**src/rtl/lc3_dmem_pkg.sv**
```systemverilog
// Shared LC3 data-memory types, used by the responder and by the memory-access
// stage that drives dmem_en (mem_state != INIT_STATE).
package lc3_dmem_pkg;

    localparam int DATA_W     = 16;
    localparam int ADDR_BUS_W = 16;

    typedef enum logic [1:0] {
        READ_MEM       = 2'd0,
        READ_MEM_INDIR = 2'd1,
        WRITE_MEM      = 2'd2,
        INIT_STATE     = 2'd3
    } mem_state_t;

    typedef enum logic {
        CLEAR = 1'b0,
        READY = 1'b1
    } dmem_fsm_t;

    // True when the address has bits set above the implemented range.
    function automatic logic addr_out_of_range(input logic [ADDR_BUS_W-1:0] addr,
                                               input int unsigned          addr_w);
        return (addr >> addr_w) != '0;
    endfunction

endpackage

```
**src/rtl/dmem_responder_if.sv**
```systemverilog
// DMem bus between the memory-access stage (master) and the data memory (slave).
interface dmem_responder_if;
    import lc3_dmem_pkg::*;

    logic                  dmem_en;
    logic [ADDR_BUS_W-1:0] DMem_addr;
    logic                  DMem_rd;
    logic [DATA_W-1:0]     DMem_din;
    logic [DATA_W-1:0]     DMem_dout;
    logic                  dmem_ready;
    logic                  addr_err;

    modport master (
        output dmem_en, DMem_addr, DMem_rd, DMem_din,
        input  DMem_dout, dmem_ready, addr_err
    );

    modport slave (
        input  dmem_en, DMem_addr, DMem_rd, DMem_din,
        output DMem_dout, dmem_ready, addr_err
    );
endinterface

```
**src/rtl/dmem_array.sv**
```systemverilog
// Single-port synchronous RAM: write at the edge, registered read-first output
// that updates every cycle; the caller decides when to use it.
module dmem_array #(
    parameter int ADDR_W = 8,
    parameter int DATA_W = 16
) (
    input  logic              clock,
    input  logic              we,
    input  logic [ADDR_W-1:0] addr,
    input  logic [DATA_W-1:0] wdata,
    output logic [DATA_W-1:0] rdata
);

    logic [DATA_W-1:0] mem [2**ADDR_W];
    logic [DATA_W-1:0] rdata_reg;

    always_ff @(posedge clock) begin
        if (we) begin
            mem[addr] <= wdata;
        end
        rdata_reg <= mem[addr];
    end

    assign rdata = rdata_reg;

endmodule

```
**src/rtl/dmem_responder.sv**
```systemverilog
// LC3 data-memory responder: registered reads held across writes/idle cycles,
// aliasing address error pulse, optional post-reset clear sweep (DMEM_CLEAR_EN).
module dmem_responder
    import lc3_dmem_pkg::*;
#(
    parameter int ADDR_W = 8
) (
    input  logic             clock,
    input  logic             reset,
    dmem_responder_if.slave  bus
);

    logic              ready;
    logic              clearing;
    logic [ADDR_W-1:0] clr_addr;
    logic              accepted;
    logic              acc_read;
    logic              acc_write;

    logic              arr_we;
    logic [ADDR_W-1:0] arr_addr;
    logic [DATA_W-1:0] arr_wdata;
    logic [DATA_W-1:0] arr_rdata;

    logic              read_pending_reg;
    logic [DATA_W-1:0] dout_hold_reg;
    logic              addr_err_reg;

`ifdef DMEM_CLEAR_EN
    localparam logic [ADDR_W-1:0] CLR_LAST = '1;

    dmem_fsm_t         state_reg;
    logic [ADDR_W-1:0] clr_ptr_reg;
    logic              ready_reg;

    always_ff @(posedge clock) begin
        if (reset) begin
            state_reg   <= CLEAR;
            clr_ptr_reg <= '0;
            ready_reg   <= 1'b0;
        end else begin
            case (state_reg)
                CLEAR: begin
                    clr_ptr_reg <= clr_ptr_reg + 1'b1;
                    if (clr_ptr_reg == CLR_LAST) begin
                        state_reg <= READY;
                        ready_reg <= 1'b1;
                    end
                end
                READY: ;
                default: begin
                    state_reg   <= CLEAR;
                    clr_ptr_reg <= '0;
                    ready_reg   <= 1'b0;
                end
            endcase
        end
    end

    assign ready    = ready_reg;
    assign clearing = (state_reg == CLEAR);
    assign clr_addr = clr_ptr_reg;
`else
    assign ready    = 1'b1;
    assign clearing = 1'b0;
    assign clr_addr = '0;
`endif

    assign accepted  = bus.dmem_en && ready && !reset;
    assign acc_read  = accepted && bus.DMem_rd;
    assign acc_write = accepted && !bus.DMem_rd;

    // The sweep owns the array port until the FSM reaches READY.
    assign arr_we    = clearing || acc_write;
    assign arr_addr  = clearing ? clr_addr : bus.DMem_addr[ADDR_W-1:0];
    assign arr_wdata = clearing ? '0 : bus.DMem_din;

    dmem_array #(
        .ADDR_W (ADDR_W),
        .DATA_W (DATA_W)
    ) u_array (
        .clock (clock),
        .we    (arr_we),
        .addr  (arr_addr),
        .wdata (arr_wdata),
        .rdata (arr_rdata)
    );

    // The array output moves every cycle; only a completed read may show through,
    // otherwise the last value is held so a pointer survives intervening writes.
    always_ff @(posedge clock) begin
        if (reset) begin
            read_pending_reg <= 1'b0;
            dout_hold_reg    <= '0;
            addr_err_reg     <= 1'b0;
        end else begin
            read_pending_reg <= acc_read;
            dout_hold_reg    <= bus.DMem_dout;
            addr_err_reg     <= accepted && addr_out_of_range(bus.DMem_addr, ADDR_W);
        end
    end

    assign bus.DMem_dout  = read_pending_reg ? arr_rdata : dout_hold_reg;
    assign bus.dmem_ready = ready;
    assign bus.addr_err   = addr_err_reg;

endmodule

```
**src/flat_wrapper.sv**
```systemverilog
// flat-port wrapper written by rule: the top's interface ports become plain ports
module dmem_responder_flat import lc3_dmem_pkg::*;
#(
    parameter int ADDR_W = 8
)
  (clock, reset, bus_dmem_en, bus_DMem_addr, bus_DMem_rd, bus_DMem_din, bus_DMem_dout, bus_dmem_ready, bus_addr_err);
  dmem_responder_if bus_i ();
  input  logic clock;
  input  logic reset;
  input wire logic [$bits(bus_i.dmem_en)-1:0] bus_dmem_en;
  input wire logic [$bits(bus_i.DMem_addr)-1:0] bus_DMem_addr;
  input wire logic [$bits(bus_i.DMem_rd)-1:0] bus_DMem_rd;
  input wire logic [$bits(bus_i.DMem_din)-1:0] bus_DMem_din;
  output wire logic [$bits(bus_i.DMem_dout)-1:0] bus_DMem_dout;
  output wire logic [$bits(bus_i.dmem_ready)-1:0] bus_dmem_ready;
  output wire logic [$bits(bus_i.addr_err)-1:0] bus_addr_err;
  assign bus_i.dmem_en = bus_dmem_en;
  assign bus_i.DMem_addr = bus_DMem_addr;
  assign bus_i.DMem_rd = bus_DMem_rd;
  assign bus_i.DMem_din = bus_DMem_din;
  assign bus_DMem_dout = bus_i.DMem_dout;
  assign bus_dmem_ready = bus_i.dmem_ready;
  assign bus_addr_err = bus_i.addr_err;
  dmem_responder #(.ADDR_W(ADDR_W)) u_core (.clock(clock), .reset(reset), .bus(bus_i));
endmodule
```
**config.mk**
```make
export PLATFORM = sky130hd
export DESIGN_NAME = dmem_responder_flat
export DESIGN_NICKNAME = d
export VERILOG_FILES = /design/src/rtl/lc3_dmem_pkg.sv /design/src/rtl/dmem_responder_if.sv /design/src/rtl/dmem_array.sv /design/src/rtl/dmem_responder.sv /design/src/flat_wrapper.sv
export SDC_FILE = /design/constraint.sdc
export NUM_CORES = 2
export LEC_CHECK = 0
export CAP_MARGIN = 20
export CORE_MARGIN = 2
export CORE_UTILIZATION = 45
export DETAILED_ROUTE_END_ITERATION = 7
export GPL_ROUTABILITY_DRIVEN = 0
export PLACE_DENSITY_LB_ADDON = 0.12
export SYNTH_ARGS = -nofsm -noshare
export SYNTH_HDL_FRONTEND = slang
export SYNTH_HIERARCHICAL = 1
export SYNTH_SLANG_ARGS = --single-unit
```
**constraint.sdc**
```tcl
create_clock -name clock -period 9.8 [get_ports clock]
set_input_delay 1.96 -clock clock [delete_from_list [all_inputs] [get_ports clock]]
set_output_delay 1.96 -clock clock [all_outputs]
set_load 0.02 [all_outputs]
```
Yosys cells after proc, flatten, opt, wreduce, memory -nomap -nowiden
Memory sizes are Yosys's and may differ from the RTL's. A register that Yosys moved wholly into a read port is not among the register bits.
Index checks and enable logic that the tools add are counted.
- muxes and demuxes: 3
- reduce and logical (&&, ||, !) cells: 7
- operator list (kind ; count):
    $mux 16 ; 1
    $reduce_bool 16->1 ; 1
    $logic_and 1x1->1 ; 4
    $logic_not 1->1 ; 2
    $mux 1 ; 2
- word-level logic and storage cells: 14
- memories kept: 1
- bits of input ports: 36
- flip-flop bits (word level): 18
- output and inout port bits: 18
- bits in writable memories: 4096
- memory list (name ; depth ; width ; read ports ; clocked after Yosys merged registers in ; wr ports ; line ; source):
    u_core.u_array.mem ; 256 ; 16 ; 1 ; 1 ; 1 ; dmem_array.sv:14 ; logic [DATA_W-1:0] mem [2**ADDR_W];

Depth between registers and ports, before layout
- depth after elaboration: 5
- depth in mapped cells: 10

Modules after synthesis
Netlist, hierarchy kept.
- by module, submodules not included (module ; area an instance (µm²) ; sequential area each (µm²) ; instances ; cells each):
    dmem_array ; 155399.0 ; 123318.3 ; 1 ; 6727
    dmem_responder ; 750.7 ; 360.3 ; 1 ; 62

Least setup slack after synthesis
No wires, ideal clock.
- path type: input to register
- start point: input port bus_DMem_addr[0]
- end point: memory u_core.u_array.mem[145][0], enable pin
- cell stages on the path: 7
- setup slack: 5142 ps
- data arrival time: 4249 ps
- path through: clkbuf_1 buf_6 clkbuf_1 buf_2 nand2b_1 clkbuf_1 nor3_1
- RTL lines (what ; line ; source):
    from (decl) ; flat_wrapper.sv:11 ; input wire logic [$bits(bus_i.DMem_addr)-1:0] bus_DMem_addr;
    to (decl) ; dmem_array.sv:14 ;
No word-level cell before the write port.

Worst setup path after layout
- start point: input port reset
- end point: memory u_core.u_array.mem[67][2], enable pin
- cells in the longest elaborated chain, start to end: 5
- RTL lines (what ; line ; source):
    from (decl) ; flat_wrapper.sv:9 ; input logic reset;
    $logic_not 1->1 ; dmem_responder.sv:69 ; assign accepted = bus.dmem_en && ready && !reset;
    $logic_and 1x1->1 ; dmem_responder.sv:69 ;
    $logic_and 1x1->1 ; dmem_responder.sv:71 ; assign acc_write = accepted && !bus.DMem_rd;
    net u_core.acc_write ; dmem_responder.sv:18 ; logic acc_write;
    $mux 1 ; dmem_array.sv:18 ; if (we) begin
    $mux 1 (implied by the code) ; dmem_array.sv:19 ; mem[addr] <= wdata;
The timed path passes the listed nets, and every way through them passes these cells.

==> run_results.csv <==
group,metric,value,unit
finish,layout.nets,7299,
critical_path,critPathKind,"primary input to flip-flop",
clock_tree,htreeDepth,5,
critical_path,startpoint_type,"primary input",
timing,fin_ws,3.90,ns
floorplanning,dieArea,352000,um^2
logic_synthesis,async_flop_share,0,%
timing,max_freq,0.170,GHz
hold_path,hold_path_class,"flip-flop to flip-flop",
floorplanning,initial_core_util,45.2,%
global_routing,antenna_found_initial,21,
power_and_ir_drop,p_per_area,205,nW/um^2
floorplanning,rows,216,
floorplanning,core,346000,um^2
route,firstDrtPassIters,5,
route,via_count,74700,
logic_synthesis,synth_top_family_by_area,"multiplexers",
timing,finalHoldViolations,0,
clock_tree,ctsHoldBuffers,0,
logic_synthesis,synthXorXnorAreaFrac,0,%
critical_path,crit-reg2reg-launch,"u_core/u_array/mem[126][1]",
route,viasPerCell,6.12,
logic_synthesis,synth_most_common_cell,"edfxtp_1",
placed_design,portBuffers,52,
route,drt_iter0_markers,8563,
floorplanning,die-width,593,um
global_routing,grt_start_max_net_pins,169,
timing,setup_viol,0,
critical_path,crit_family,"simple AND/OR/NAND/NOR gates",
finish,drive_above_1_share,28.6,%
global_routing,grt_pass1_wl,597,mm
placed_design,place_ws,2.81,ns
critical_path,arrival,6.54,ns
logic_synthesis,ys_seq_area_share,79.2,%
clock_tree,postCtsSetupRepairBufs,0,
timing,slew_headroom,9.82,%
floorplanning,ioPinCount,54,
global_routing,grt_usage,24.2,%
logic_synthesis,synth_top_cell_by_area,"edfxtp_1",
timing,fin_tns_setup,0,ns
outcome,status,"complete, no violations",
placed_design,place_hpwl,244,mm
logic_synthesis,ys_ff_latch,4130,
critical_path,cp.depth,9,
clock_tree,numClockSinks,4130,
logic_synthesis,netlist_area,156000,um^2
critical_path,slowest_delay,1.06,ns
clock_tree,insertion_delay,0.99,ns
critical_path,reg2reg_depth,6,
logic_synthesis,netlist_instances,6789,
power_and_ir_drop,p_leak,0.0545,uW
timing,slew_viol_final,0,
logic_synthesis,yosys-top-cells-count,"4096 x edfxtp_1, 1024 x mux4_2, 512 x a22oi_1",
logic_synthesis,yosys.area_share.adder,0,%
clock_tree,cts_resized,0,
critical_path,endpoint,"u_core/u_array/mem[67][2]",
critical_path,worst_setup_path_end_kind,"flip-flop",
timing,finalCritPeriodShare,60.2,%
power_and_ir_drop,peakVddDrop,166,uV
logic_synthesis,synth_top_cell_area_share,78.8,%
critical_path,cp_max_fo,17,
route,wl,427,mm
logic_synthesis,synth_edf_count,4096,
logic_synthesis,postSynthAreaPerCell,23.0,um^2
run,cap_violations,0,
clock_tree,numCtsBuffers,431,
logic_synthesis,ys_warn_count,6,
timing,rsz0062_at_grt,"false",
clock_tree,clk_pin_slew,0.06,ns
finish,largest_reg_flops,4096,
critical_path,crit_chain,"clkdlybuf4s50_1 > nand2b_1 > nor2_2 > buf_4 > inv_1 > nor2_1 > nand2_2 > nor2_1 > buf_4",
clock_tree,cts_buffer_depth,4,
critical_path,rrSetupSlack,6.83,ns
route,wire_per_inst,35.0,um
critical_path,crit_start,"reset",
logic_synthesis,yosysUniqueCellTypes,26,
finish,syn2layout_area_growth,13.9,%
logic_synthesis,synthSimpleGateAreaFrac,0.984,%
logic_synthesis,syn_nets,6825,
logic_synthesis,synth.area.top_cells,"edfxtp_1 79%, mux4_2 15%, a22oi_1 2.5%",
timing,worstMarginPinSlew,1.35,ns
timing,post-route-min-period,5.90,ns
logic_synthesis,ys.flop_type,"edfxtp_1",
floorplanning,die-height,593,um
global_routing,grt_pass1_vias,75400,
logic_synthesis,synth_mux_area_share,14.9,%
clock_tree,cts_tree,"built",
clock_tree,cts-root-buf,"clkbuf_16",
critical_path,r2r-end,"u_core/u_array/rdata[1]",
critical_path,cp_data_required_time,10.44,ns
logic_synthesis,synth_compound_area_share,3.64,%
route,drc,0,
critical_path,slowest_stage,"nor2_1",
critical_path,cp_num_buf_inv,4,
route,ant_nets,0,
timing,fin_worst_skew,0.0637,ns
global_routing,gr-total-overflow,0,
[cell usage in the layout (no fill, tap or decap), types with 34 or more instances in the layout]
cell	n
mux4_2	1024
clkinv_2	88
clkbuf_16	438
a22oi_1	512
clkinv_1	100
a21oi_1	257
nor2_2	38
clkdlybuf4s50_1	34
buf_4	375
edfxtp_1	4096
clkbuf_1	105
nor2_1	193
dfxtp_1	34
[how the worst min path moves through the flow]
stage,start,to,slack [ns],cells past startpoint
final,u_core/dout_hold_reg[10],u_core/dout_hold_reg[10],0.59,2
after global routing,u_core/dout_hold_reg[7],u_core/dout_hold_reg[7],0.61,2
after CTS,u_core/dout_hold_reg[14],u_core/dout_hold_reg[14],0.59,2
after detailed placement,u_core/dout_hold_reg[14],u_core/dout_hold_reg[14],0.57,2
after global placement,u_core/dout_hold_reg[14],u_core/dout_hold_reg[14],0.57,2
after floorplan,u_core/u_array/rdata[10],u_core/dout_hold_reg[10],0.61,2
[metrics by stage]
| step | hold WS [ns] | utilization, % | area [um^2] | cells | total power, uW |
|---|---|---|---|---|---|
| finish | 0.589 | 51.5 | 178000 | 12200 | 36500 |
| detailed placement | 0.574 | 47.6 | 165000 | 11400 | 21500 |
| floorplan | 0.612 | - | 156000 | 6789 | 20600 |
| CTS | 0.591 | 51.4 | 178000 | 12200 | 36900 |
| global route | 0.608 | 51.5 | 178000 | 12200 | 37600 |
| global placement | 0.570 | 47.5 | 164000 | 11400 | 21500 |
[cell type report]
type,count,area (um^2)
Fill cell,26900,168000
Sequential cell,4130,124000
Multi-Input combinational cell,2233,31100
Clock buffer,551,11500
Tap cell,4578,5730
Timing Repair Buffer,465,4140
Clock inverter,232,1730
Antenna cell,6,15.0
Inverter,2,7.51
[where the power goes]
part	leakage, uW	switching, uW	internal, uW
clock	0.00649	6680	8750
sequential	0.0371	31.9	19400
combinational	0.0109	1100	539
total	0.0545	7810	28700
[logic make-up after synthesis]
| group | count (synthesis) |
|---|---|
| AND/OR/NAND/NOR | 359 |
| buffers and inverters | 426 |
| flip-flops | 4130 |
| AO/OA/AOI/OAI | 833 |
| multiplexers | 1040 |
| other | 1 |
[per-layer routing]
layer | GRT usage [%] | vias up | routed length [um]
met5 | 0 | - | 41
met4 | 7.25 | 6 | 13900
met3 | 3.66 | 602 | 28300
met2 | 39.7 | 2839 | 210000
met1 | 33.8 | 41000 | 175000
li1 | - | 30200 | -
[worst min-delay path: stages, from the launching register on]
cell and delay [ns]:
dfxtp_1 0.30, mux2_4 0.14, nor2b_1 0.11
Power figures use the tool's default switching activity.
